===== config.mk =====
export PLATFORM = sky130hd
export DESIGN_NAME = uart_rx
export DESIGN_NICKNAME = d
export VERILOG_FILES = /design/src/rtl/uart_pkg.sv /design/src/rtl/uart_sync.sv /design/src/rtl/uart_rx.sv
export SDC_FILE = /design/constraint.sdc
export NUM_CORES = 1
export LEC_CHECK = 0
export BUFFER_PORTS_ARGS = -buffer_cell sky130_fd_sc_hd__buf_2
export CORE_ASPECT_RATIO = 0.8
export CORE_MARGIN = 2
export CORE_UTILIZATION = 45
export DETAILED_ROUTE_END_ITERATION = 6
export PLACE_DENSITY = 0.62
export SLEW_MARGIN = 40
export SYNTH_ARGS = -nofsm -noshare
export SYNTH_HDL_FRONTEND = slang
export SYNTH_SLANG_ARGS = --single-unit

===== constraint.sdc =====
create_clock -name clk -period 1.7 [get_ports clk]
set_input_delay 0.34 -clock clk [delete_from_list [all_inputs] [get_ports clk]]
set_output_delay 0.34 -clock clk [all_outputs]
set_load 0.03 [all_outputs]

===== src/rtl/uart_pkg.sv =====
// Shared UART definitions: receiver state encoding and default bit timing.
package uart_pkg;

  localparam int unsigned CLKS_PER_BIT_DEF = 16;

  typedef enum logic [1:0] {
    IDLE  = 2'd0,
    START = 2'd1,
    DATA  = 2'd2,
    STOP  = 2'd3
  } state_t;

endpackage


===== src/rtl/uart_sync.sv =====
// Two-flop synchronizer for an asynchronous UART line; resets to the idle level.
module uart_sync (
  input  logic clk,
  input  logic rst,
  input  logic d,
  output logic q
);

  logic meta;

  always_ff @(posedge clk) begin
    if (rst) begin
      meta <= 1'b1;
      q    <= 1'b1;
    end else begin
      meta <= d;
      q    <= meta;
    end
  end

endmodule


===== src/rtl/uart_rx.sv =====
// UART receiver: 8N1, mid-bit sampling, glitch-rejecting start detect, framing error pulse.
module uart_rx
  import uart_pkg::*;
#(
  parameter int unsigned CLKS_PER_BIT = CLKS_PER_BIT_DEF
) (
  input  logic       clk,
  input  logic       rst,
  input  logic       rxd,
  output logic [7:0] data_i,
  output logic       rx_valid,
  output logic       frame_err,
  output logic       busy
);

  localparam int unsigned CNT_W = $clog2(CLKS_PER_BIT);
  localparam logic [CNT_W-1:0] CNT_HALF = CNT_W'(CLKS_PER_BIT / 2 - 1);
  localparam logic [CNT_W-1:0] CNT_LAST = CNT_W'(CLKS_PER_BIT - 1);

  logic             rxd_s;
  logic             rxd_prev;
  state_t           state, state_n;
  logic [CNT_W-1:0] cnt, cnt_n;
  logic [2:0]       bit_idx, bit_idx_n;
  logic [7:0]       shift, shift_n;
  logic [7:0]       data_n;
  logic             valid_n, ferr_n, busy_n;

  uart_sync u_sync (
    .clk (clk),
    .rst (rst),
    .d   (rxd),
    .q   (rxd_s)
  );

  // State and datapath registers
  always_ff @(posedge clk) begin
    if (rst) begin
      state     <= IDLE;
      cnt       <= '0;
      bit_idx   <= '0;
      shift     <= '0;
      rxd_prev  <= 1'b1;
      data_i    <= '0;
      rx_valid  <= 1'b0;
      frame_err <= 1'b0;
      busy      <= 1'b0;
    end else begin
      state     <= state_n;
      cnt       <= cnt_n;
      bit_idx   <= bit_idx_n;
      shift     <= shift_n;
      rxd_prev  <= rxd_s;
      data_i    <= data_n;
      rx_valid  <= valid_n;
      frame_err <= ferr_n;
      busy      <= busy_n;
    end
  end

  // Next-state and output decode; counter free-runs except where a phase boundary clears it
  always_comb begin
    state_n   = state;
    cnt_n     = cnt + CNT_W'(1);
    bit_idx_n = bit_idx;
    shift_n   = shift;
    data_n    = data_i;
    valid_n   = 1'b0;
    ferr_n    = 1'b0;

    unique case (state)
      IDLE: begin
        cnt_n = '0;
        if (rxd_prev && !rxd_s) begin
          state_n = START;
        end
      end
      START: begin
        if (cnt == CNT_HALF) begin
          cnt_n     = '0;
          bit_idx_n = '0;
          state_n   = rxd_s ? IDLE : DATA;
        end
      end
      DATA: begin
        if (cnt == CNT_LAST) begin
          cnt_n   = '0;
          shift_n = {rxd_s, shift[7:1]};
          if (bit_idx == 3'd7) begin
            state_n = STOP;
          end else begin
            bit_idx_n = bit_idx + 3'd1;
          end
        end
      end
      STOP: begin
        // Leaving at mid stop bit leaves half a bit to catch an immediate next start edge
        if (cnt == CNT_LAST) begin
          cnt_n   = '0;
          state_n = IDLE;
          if (rxd_s) begin
            data_n  = shift;
            valid_n = 1'b1;
          end else begin
            ferr_n = 1'b1;
          end
        end
      end
      default: state_n = IDLE;
    endcase

    busy_n = (state_n != IDLE);
  end

endmodule


==> implementation parameters <==
Parameter                              Value

Run status
  Result of the run    finished, final reports clean

Pwr
  Power density normalized to cell area    about 900 nW/um2
  Lkg Pwr    0.560 nW
  Fraction of power consumed by the clock network    42.0%
  Max rail drop VDD    0.000542 V
  Switching power    0.293 mW
  Proportion of total power due to net switching    21.6%
  Power share of the combinational group    3.8%
  Proportion of power drawn by flip-flops and latches    between 50% and 60%
  Internal power    about 1.1 mW

Cells and area
  Diodes inserted    0
  Area used by multi-input combinational logic    631 um2
  Share of final-layout standard cells stronger than drive strength 1    17.9%
  Layout area overhead    12.3%
  Final core area utilization    approximately 54%
  Net count reported at finish    168
  Footprint of the flip-flops and latches    621 um2
  Fill cell count    between 200 and 300

Global routing
  Global routing usage summed across all routing layers    17.1%
  Number of antenna violations at the first check in global routing    0
  First-pass GRT wire length    around 4.3 mm
  Number of global-route vias before repair    939
  Sum of overflow across all layers after global routing    0
  Largest net degree at the start of global routing    32

Placed design
  Half-perimeter wire length of the detailed placement result    1.75 mm
  Setup WS pre-CTS    between 0.15 and 0.2 ns
  Count of buffers inserted at the top-level ports    13
  Placer Congestion    0.733

Route
  DRT Wirelength    2.62 mm
  Total number of vias    1089
  Remaining routing DRC violations    0
  Post-route ant nets    0
  Number of iterations in the first detailed-routing pass    4
  Detailed Route Iter0 Violations    107
  Via density per instance    roughly 5.4
  DR WL/cell    13.1 um

Floorplan
  Cell row count    17
  Num ports    14
  Die width    around 65 um
  Die outline area    ~3400 um2
  Vertical extent of the die    52.8 um
  Placeable core region    2790 um2
  Initial standard-cell utilization of the core    48.0%

STA
  Unrepaired setup endpoints after global routing    no
  Min Clock Period, post-route    1.53 ns
  Transition time of the tightest slew-check pin    about 0.6 ns
  Final-report max-slew violation count    0
  Portion of the clock cycle consumed by the worst path in the final layout    90.2%
  Sum of negative setup slack    0 ns
  Fmax    ~650 MHz
  Clock skew after layout    0.00653 ns
  Max_slew headroom    60.8%
  Final number of setup-violating endpoints    0
  Setup WS post-layout    0.166 ns
  Final hold violation count    0

Synthesis
  Post-synthesis sequential element count    31
  Cell count after synthesis    149
  Yosys Warn Count    0
  Total standard cell area after synthesis    1340 um2
  Post-Synthesis Net Count    155
  Sequential share of the synthesized area    46.4%
  Count of cell types in the netlist    37
  Synthesized area per cell    8.99 um2

CTS
  Inserted Clock Buffers    5
  CTS H-Tree Depth    2
  Quantity of hold-fixing buffers added after cts    0
  Number of sinks handled by clock tree synthesis    31
  Clock root buffer    clkbuf_8
  Number of cells upsized or downsized after cts    0
  Post CTS Setup Buffer Count    0
  Clock Latency Late Sink    0.28 ns
  Buffer levels on the longest clock path    2
  Clock-pin slew of the registers on the worst-case setup and hold paths    0.06 ns
  Clock tree from TritonCTS    built

Worst setup path
  Worst Path Required    1.90 ns
  Data arrival time of the worst path    ~1.7 ns
  Setup Crit Path Kind    reg2reg
  Crit path capture type    register
  Critical Path Source Type    register
  Largest fanout on the critical path    18

Worst hold path
  Hold Crit Class    in2reg

Flow run
  Reported max-cap violation count    0
-- through the flow --
step / instances / hold WS, ns / instance area, um2 / total power, mW
2_1_floorplan: 149 / 0.383 / 1340 / 0.791
3_3_place_gp: 193 / 0.391 / 1420 / 0.804
3_5_place_dp: 193 / 0.392 / 1420 / 0.804
4_1_cts: 200 / 0.231 / 1500 / 1.37
5_1_grt: 200 / 0.236 / 1500 / 1.40
6_report: 200 / 0.234 / 1500 / 1.36
-- sequential cells by signal, indices dropped and copies added (netlist names), 2 cells and up --
register and flops:
bit_idx 3, cnt 4, data_i 8, shift 8
state 2
-- power groups by stage --
stage | Clock [mW] | Sequential [mW] | Combinational (mW)
final | 0.570 | 0.737 | 0.0516
after global routing | 0.609 | 0.737 | 0.0567
after CTS | 0.585 | 0.736 | 0.0516
after detailed placement | 0 | 0.753 | 0.0512
after global placement | 0 | 0.753 | 0.0512
after floorplan | 0 | 0.754 | 0.0370
-- cell usage in the layout, fill, tap and decap left out, types with 2 or more instances in the layout --
cell type / count
nand3_1: 20
mux2i_1: 5
dfxtp_1: 31
nand2b_1: 3
buf_4: 5
buf_2: 13
ha_1: 3
o21ai_0: 11
inv_1: 3
nor2_1: 3
clkbuf_8: 6
a21oi_1: 18
nor2b_1: 2
nor3_1: 3
nand2_1: 6
or2_1: 3
o21ai_1: 7
-- cells by family after synthesis --
family / Yosys count / share of synthesized area, %
multiplexers: 5 / 3.74
XOR/XNOR: 2 / 1.31
adder cells (fa/ha/maj): 3 / 2.80
buffers and inverters: 16 / 6.54
AO/OA/AOI/OAI: 43 / 18.9
AND/OR/NAND/NOR: 49 / 20.4
flip-flops: 31 / 46.4
-- cell usage after synthesis --
| master | n | area [um2] |
|---|---|---|
| dfxtp_1 | 31 | 621 |
| nand3_1 | 20 | 100 |
| a21oi_1 | 18 | 90.1 |
| o21ai_0 | 11 | 55.1 |
| o21ai_1 | 7 | 35.0 |
| nand2_1 | 6 | 22.5 |
| mux2i_1 | 5 | 50.1 |
| buf_2 | 4 | 20.0 |
| clkbuf_1 | 4 | 15.0 |
| ha_1 | 3 | 37.5 |
| inv_1 | 3 | 11.3 |
| nand2b_1 | 3 | 18.8 |
| nor2_1 | 3 | 11.3 |
| nor3_1 | 3 | 15.0 |
| or2_1 | 3 | 18.8 |
| buf_4 | 2 | 15.0 |
| buf_6 | 2 | 22.5 |
| nor2b_1 | 2 | 12.5 |
| a2111oi_2 | 1 | 15.0 |
| a211oi_1 | 1 | 7.51 |
| a21boi_1 | 1 | 7.51 |
| a21oi_4 | 1 | 16.3 |
| a31oi_1 | 1 | 6.26 |
| and2_1 | 1 | 6.26 |
| and4_1 | 1 | 8.76 |
| inv_2 | 1 | 3.75 |
| nand3b_1 | 1 | 7.51 |
| nand4_1 | 1 | 6.26 |
| nand4bb_1 | 1 | 11.3 |
| nor3b_1 | 1 | 7.51 |
| o221a_1 | 1 | 11.3 |
| o32ai_1 | 1 | 8.76 |
| or3_1 | 1 | 6.26 |
| or3b_1 | 1 | 8.76 |
| or3b_4 | 1 | 11.3 |
| xnor2_1 | 1 | 8.76 |
| xor2_1 | 1 | 8.76 |
-- routing by layer --
layer / vias up / GRT usage [%] / wire length (um)
met5: - / 0 / 0
met4: 0 / 11.3 / 63
met3: 7 / 5.81 / 131
met2: 26 / 24.2 / 1090
met1: 503 / 22.1 / 1330
li1: 553 / - / -
-- worst paths after layout --
| check | cells after the start | to | slack, ns | from |
|---|---|---|---|---|
| worst max-delay path | 4 | state[0] | 0.17 | cnt[0] |
| worst min-delay path | 2 | u_sync.meta | 0.23 | rxd |
| worst max register to register | 4 | state[0] | 0.17 | cnt[0] |
| worst min register to register | 1 | u_sync.q | 0.41 | u_sync.meta |
-- critical path: stages, from the launching register on --
cell     delay (ns)
dfxtp_1        0.37
ha_1           0.18
and4_1         0.59
nand3_1        0.14
a31oi_1        0.18
-- layout make-up --
class / instances / area share, %
inverters: 4 / 0.998
clock inverters: 1 / 0.333
well taps: 38 / 3.16
flip-flops and latches: 31 / 41.3
multi-input cells: 102 / 41.9
clock buffers: 6 / 5.49
repair buffers: 18 / 6.82
No activity file was read; power rests on OpenSTA's default activity.
